**config.mk**
```make
export PLATFORM = sky130hd
export DESIGN_NAME = mmu_feeder
export DESIGN_NICKNAME = d
export VERILOG_FILES = /design/src/rtl/tpu_pkg.sv /design/src/rtl/mmu_feeder.sv
export SDC_FILE = /design/constraint.sdc
export NUM_CORES = 1
export LEC_CHECK = 0
export ABC_AREA = 1
export CORE_ASPECT_RATIO = 1.75
export CORE_MARGIN = 2
export CORE_UTILIZATION = 40
export DETAILED_ROUTE_END_ITERATION = 10
export PLACE_DENSITY = 0.76
export SYNTH_ARGS = -nofsm -noshare
export SYNTH_HDL_FRONTEND = slang
export SYNTH_SLANG_ARGS = --single-unit
```
**constraint.sdc**
```tcl
create_clock -name clk -period 7.65 [get_ports clk]
set_input_delay 1.53 -clock clk [delete_from_list [all_inputs] [get_ports clk]]
set_output_delay 1.53 -clock clk [all_outputs]
set_load 0.01 [all_outputs]
```
**src/rtl/tpu_pkg.sv**
```systemverilog
// Shared definitions for the TPU datapath blocks: default widths and the
// operand-feeder state encoding.
package tpu_pkg;

  localparam int DATA_W_DEF = 16;
  localparam int ACC_W      = 32;

  typedef enum logic [2:0] {
    ST_IDLE  = 3'd0,
    ST_LOAD  = 3'd1,
    ST_FEED  = 3'd2,
    ST_DRAIN = 3'd3,
    ST_DONE  = 3'd4
  } feeder_state_e;

endpackage

```
**src/rtl/mmu_feeder.sv**
```systemverilog
// Sequences one 2x2 matrix multiply into the weight-stationary systolic array:
// weight load, skewed activation feed, drain, then a done pulse.
module mmu_feeder
  import tpu_pkg::*;
#(
  parameter int DATA_W       = DATA_W_DEF,
  parameter int DRAIN_CYCLES = 2
) (
  input  logic              clk,
  input  logic              reset,
  // start is a single-cycle request; it is sampled only in IDLE, where the
  // operands on a00..w11 are captured in the same cycle. No back-pressure.
  input  logic              start,
  input  logic [DATA_W-1:0] a00,
  input  logic [DATA_W-1:0] a01,
  input  logic [DATA_W-1:0] a10,
  input  logic [DATA_W-1:0] a11,
  input  logic [DATA_W-1:0] w00,
  input  logic [DATA_W-1:0] w01,
  input  logic [DATA_W-1:0] w10,
  input  logic [DATA_W-1:0] w11,
  output logic              load_weight,
  output logic              valid,
  output logic [DATA_W-1:0] a_in1,
  output logic [DATA_W-1:0] a_in2,
  output logic [DATA_W-1:0] weight1,
  output logic [DATA_W-1:0] weight2,
  output logic [DATA_W-1:0] weight3,
  output logic [DATA_W-1:0] weight4,
  output logic              busy,
  output logic              done,
  output feeder_state_e     dbg_state
);

  localparam int DCW = (DRAIN_CYCLES > 1) ? $clog2(DRAIN_CYCLES) : 1;
  localparam logic [DCW-1:0] DRAIN_LAST = DCW'((DRAIN_CYCLES > 0) ? DRAIN_CYCLES - 1 : 0);

  feeder_state_e     state_q;
  logic [1:0]        f_q;
  logic [DCW-1:0]    drain_q;
  logic [DATA_W-1:0] a00_q, a01_q, a10_q, a11_q;
  logic [DATA_W-1:0] wgt1_q, wgt2_q, wgt3_q, wgt4_q;
  logic              load_q, valid_q, busy_q, done_q;
  logic [DATA_W-1:0] a1_q, a2_q;

  // Outputs are computed for the state being entered, so every output is a
  // flop that lines up with the state it belongs to.
  always_ff @(posedge clk or posedge reset) begin
    if (reset) begin
      state_q <= ST_IDLE;
      f_q     <= '0;
      drain_q <= '0;
      a00_q   <= '0;
      a01_q   <= '0;
      a10_q   <= '0;
      a11_q   <= '0;
      wgt1_q  <= '0;
      wgt2_q  <= '0;
      wgt3_q  <= '0;
      wgt4_q  <= '0;
      load_q  <= 1'b0;
      valid_q <= 1'b0;
      busy_q  <= 1'b0;
      done_q  <= 1'b0;
      a1_q    <= '0;
      a2_q    <= '0;
    end else begin
      load_q  <= 1'b0;
      valid_q <= 1'b0;
      done_q  <= 1'b0;
      a1_q    <= '0;
      a2_q    <= '0;
      case (state_q)
        ST_IDLE: begin
          if (start) begin
            a00_q   <= a00;
            a01_q   <= a01;
            a10_q   <= a10;
            a11_q   <= a11;
            wgt1_q  <= w00;
            wgt2_q  <= w01;
            wgt3_q  <= w10;
            wgt4_q  <= w11;
            load_q  <= 1'b1;
            busy_q  <= 1'b1;
            state_q <= ST_LOAD;
          end
        end
        ST_LOAD: begin
          state_q <= ST_FEED;
          f_q     <= '0;
          valid_q <= 1'b1;
          a1_q    <= a00_q;
        end
        ST_FEED: begin
          if (f_q == 2'd2) begin
            if (DRAIN_CYCLES == 0) begin
              state_q <= ST_DONE;
              done_q  <= 1'b1;
            end else begin
              state_q <= ST_DRAIN;
              drain_q <= '0;
              valid_q <= 1'b1;
            end
          end else begin
            // Row 1 trails row 0 by one cycle to meet the partial sum hop.
            f_q     <= f_q + 2'd1;
            valid_q <= 1'b1;
            if (f_q == 2'd0) begin
              a1_q <= a10_q;
              a2_q <= a01_q;
            end else begin
              a2_q <= a11_q;
            end
          end
        end
        ST_DRAIN: begin
          if (drain_q == DRAIN_LAST) begin
            state_q <= ST_DONE;
            done_q  <= 1'b1;
          end else begin
            drain_q <= drain_q + 1'b1;
            valid_q <= 1'b1;
          end
        end
        ST_DONE: begin
          state_q <= ST_IDLE;
          busy_q  <= 1'b0;
        end
        default: state_q <= ST_IDLE;
      endcase
    end
  end

  assign load_weight = load_q;
  assign valid       = valid_q;
  assign a_in1       = a1_q;
  assign a_in2       = a2_q;
  assign weight1     = wgt1_q;
  assign weight2     = wgt2_q;
  assign weight3     = wgt3_q;
  assign weight4     = wgt4_q;
  assign busy        = busy_q;
  assign done        = done_q;
  assign dbg_state   = state_q;

endmodule
```
==> out/metrics.yaml <==
ys_top_cells_by_area: "dfrtp_1 65%, nand2_1 25%, buf_4 2.9%"
most-common-layout-cells: "437 x nand2_1, 233 x clkdlybuf4s50_1, 170 x dfrtp_1"
die_h_um: 174
route.detailed.drc: 0
maxSlewViolCount: 0
hold_end: "weight1[10]"
min_path_cells: 2
wl_um: 16700
worst_pin_slew_ns: 1.02
synth_flop_cell: "dfrtp_1"
crit_buf_inv: 3
grt_pass1_vias: 5477
holdBufCountCts: 0
fp-row-count: 62
synth_cell_types: 21
placed_cells: 1118
wl_met3_um: 857
path_clk_slew_ns: 0.07
htreeDepth: 4
reg2reg_to: "weight1[14]"
wl_per_cell_um: 14.5
wl_met2_um: 8420
rrSetupSlack_ns: 4.51
io_buffers: 233
rr_worst_depth: 6
first_iter_violations: 282
outcome: "finished, final reports clean"
drive_gt1_frac: 0.0428
first_pass_iters: 4
vdd_drop_max_mv: 0.188
ant_nets: 0
grt_pass1_wl_um: 27000
avgSynthCellArea_um2: 9.04
overflow: 0
synth_seq_cells: 170
yosysWarnings: 0
dieWidth_um: 101
cts_tree: "done"
drv_cap: 0
path_delay_family: "buffers and inverters"
rsz0062_at_grt: "false"
clkLatencyLatePin_ns: 0.42
grt_max_degree: 89
worstPathCellList: "clkdlybuf4s50_1 -> nand3_4 -> inv_4 -> buf_4 -> nand2_1 -> nand2_1"
cp_common_cell: "nand2_1"
ioPinCount: 234
met1Wirelength_um: 6660
dpl.hpwl_um: 11100
cts.sinks: 170
syn_area_um2: 6570
async_flop_share: 1.00
post-route-period-util: 0.508
p_leak_nw: 4.66
finalSetupTns_ns: 0
coreArea_um2: 16300
final_cells: 1153
seq_area_frac_synth: 0.647
nNetsFinal: 1078
syn_nets: 860
vias_per_cell: 4.68
r2r-start: "dbg_state[1]"
hold_viol: 0
clock_path_buffers: 2
fin_crit_ns: 3.88
routed.top_layer: "met4"
critPathKind: "in -> reg"
fin_skew_ns: 0.0118
synth_top_area_frac: 0.647
vias: 5392
yosysTopAreaCell: "dfrtp_1"
layout_commonest_cell: "nand2_1"
worstPathArrival_ns: 4.24
synth-edff-count: 0
hp-class: "reg -> reg"
crit_slowest_cell: "buf_4"
start_kind: "input port"
setup_viol: 0
end_kind: "register"
syn_inst: 727
post_cts_resized: 0
clock.fmax_mhz: 257
maxSlewHeadroom: 0.318
cts_buffers: 17
postCtsSetupBuffers: 0
area_growth_pct: 44.3
grtUsageTotal: 0.197
power.density_nw_per_um2: 399
cts-root-buf: "clkbuf_16"
cp.required_ns: 8.01
nFillCells: 1463
place_congestion: 0.839
hold_start: "weight1[10]"
dieArea_um2: 17500
crit_path_max_incr_delay_ns: 0.68
start_util: 0.404
critPathMaxFanout: 76
antenna_found_initial: 4
==> cell type report <==
class,count,area (um2),area share
Tap cell,192,240,0.0253
Multi-Input combinational cell,506,2030,0.214
Sequential cell,170,4250,0.448
Antenna cell,4,10.0,0.00105
Timing Repair Buffer,237,2360,0.249
Clock inverter,12,92.6,0.00976
Inverter,13,56.3,0.00593
Clock buffer,19,443,0.0467
==> cells by family after synthesis <==
group / share of synthesized area
AOI/OAI and AO/OA: 0.0301
DFF: 0.647
adders and majority gates: 0.00381
buffers and inverters: 0.0451
and+or+nand+nor: 0.274
==> cells in the mapped netlist, types with 2 or more instances <==
cell type,instances
a21oi_1,16
inv_1,11
nor2_1,3
nand3_2,2
dfrtp_1,170
o211ai_1,2
o21ai_0,19
buf_2,3
nand3_1,20
ha_1,2
nand2_1,437
inv_2,2
buf_4,25
clkbuf_1,8
==> flip-flops by register name, indices dropped and copies added (netlist names), 2 cells and up <==
register / cells
a01_q: 16
a_in2: 16
weight3: 16
f_q: 2
weight4: 16
a_in1: 16
a10_q: 16
a00_q: 16
weight1: 16
a11_q: 16
weight2: 16
dbg_state: 3
==> stage by stage <==
step,instance area [um2],hold slack [ns],worst slack (ns),power (mW),util
after floorplan,6570,0.449,1.52,2.31,-
after global placement,8940,0.462,3.38,2.99,0.549
after detailed placement,8940,0.464,3.33,3.02,0.549
after CTS,9480,0.482,3.76,3.83,0.582
after global routing,9490,0.498,3.49,4.07,0.582
final,9490,0.476,3.77,3.79,0.582
==> how the worst max path moves through the flow <==
| stage | from | end | slack [ns] | depth (start not counted) |
|---|---|---|---|---|
| finish | start | weight1[14] | 3.77 | 6 |
| global route | start | weight3[0] | 3.49 | 6 |
| CTS | start | weight1[14] | 3.76 | 6 |
| detailed placement | start | weight1[14] | 3.33 | 6 |
| global placement | start | weight1[14] | 3.38 | 6 |
| floorplan | reset | a00_q[0] | 1.52 | 1 |
==> report_power, final <==
| part | total [mW] | internal [mW] | leakage (nW) | switching (mW) |
|---|---|---|---|---|
| clock | 0.785 | 0.425 | 0.252 | 0.360 |
| sequential | 1.51 | 1.30 | 2.15 | 0.206 |
| combinational | 1.49 | 0.697 | 2.25 | 0.797 |
| total | 3.79 | 2.42 | 4.66 | 1.36 |
==> worst reg2reg max path, stage by stage (launching register included) <==
cell and delay [ns]:
dfrtp_1 0.46, inv_2 0.36, nand3_4 0.61, inv_4 0.67
buf_4 0.69, nand2_1 0.19, nand2_1 0.10
==> routing by layer <==
metal / vias up / GRT usage
met5: - / 0
met4: 0 / 0.103
met3: 45 / 0.0363
met2: 191 / 0.328
met1: 2488 / 0.239
li1: 2668 / -
No activity file was read; power rests on OpenSTA's default activity.
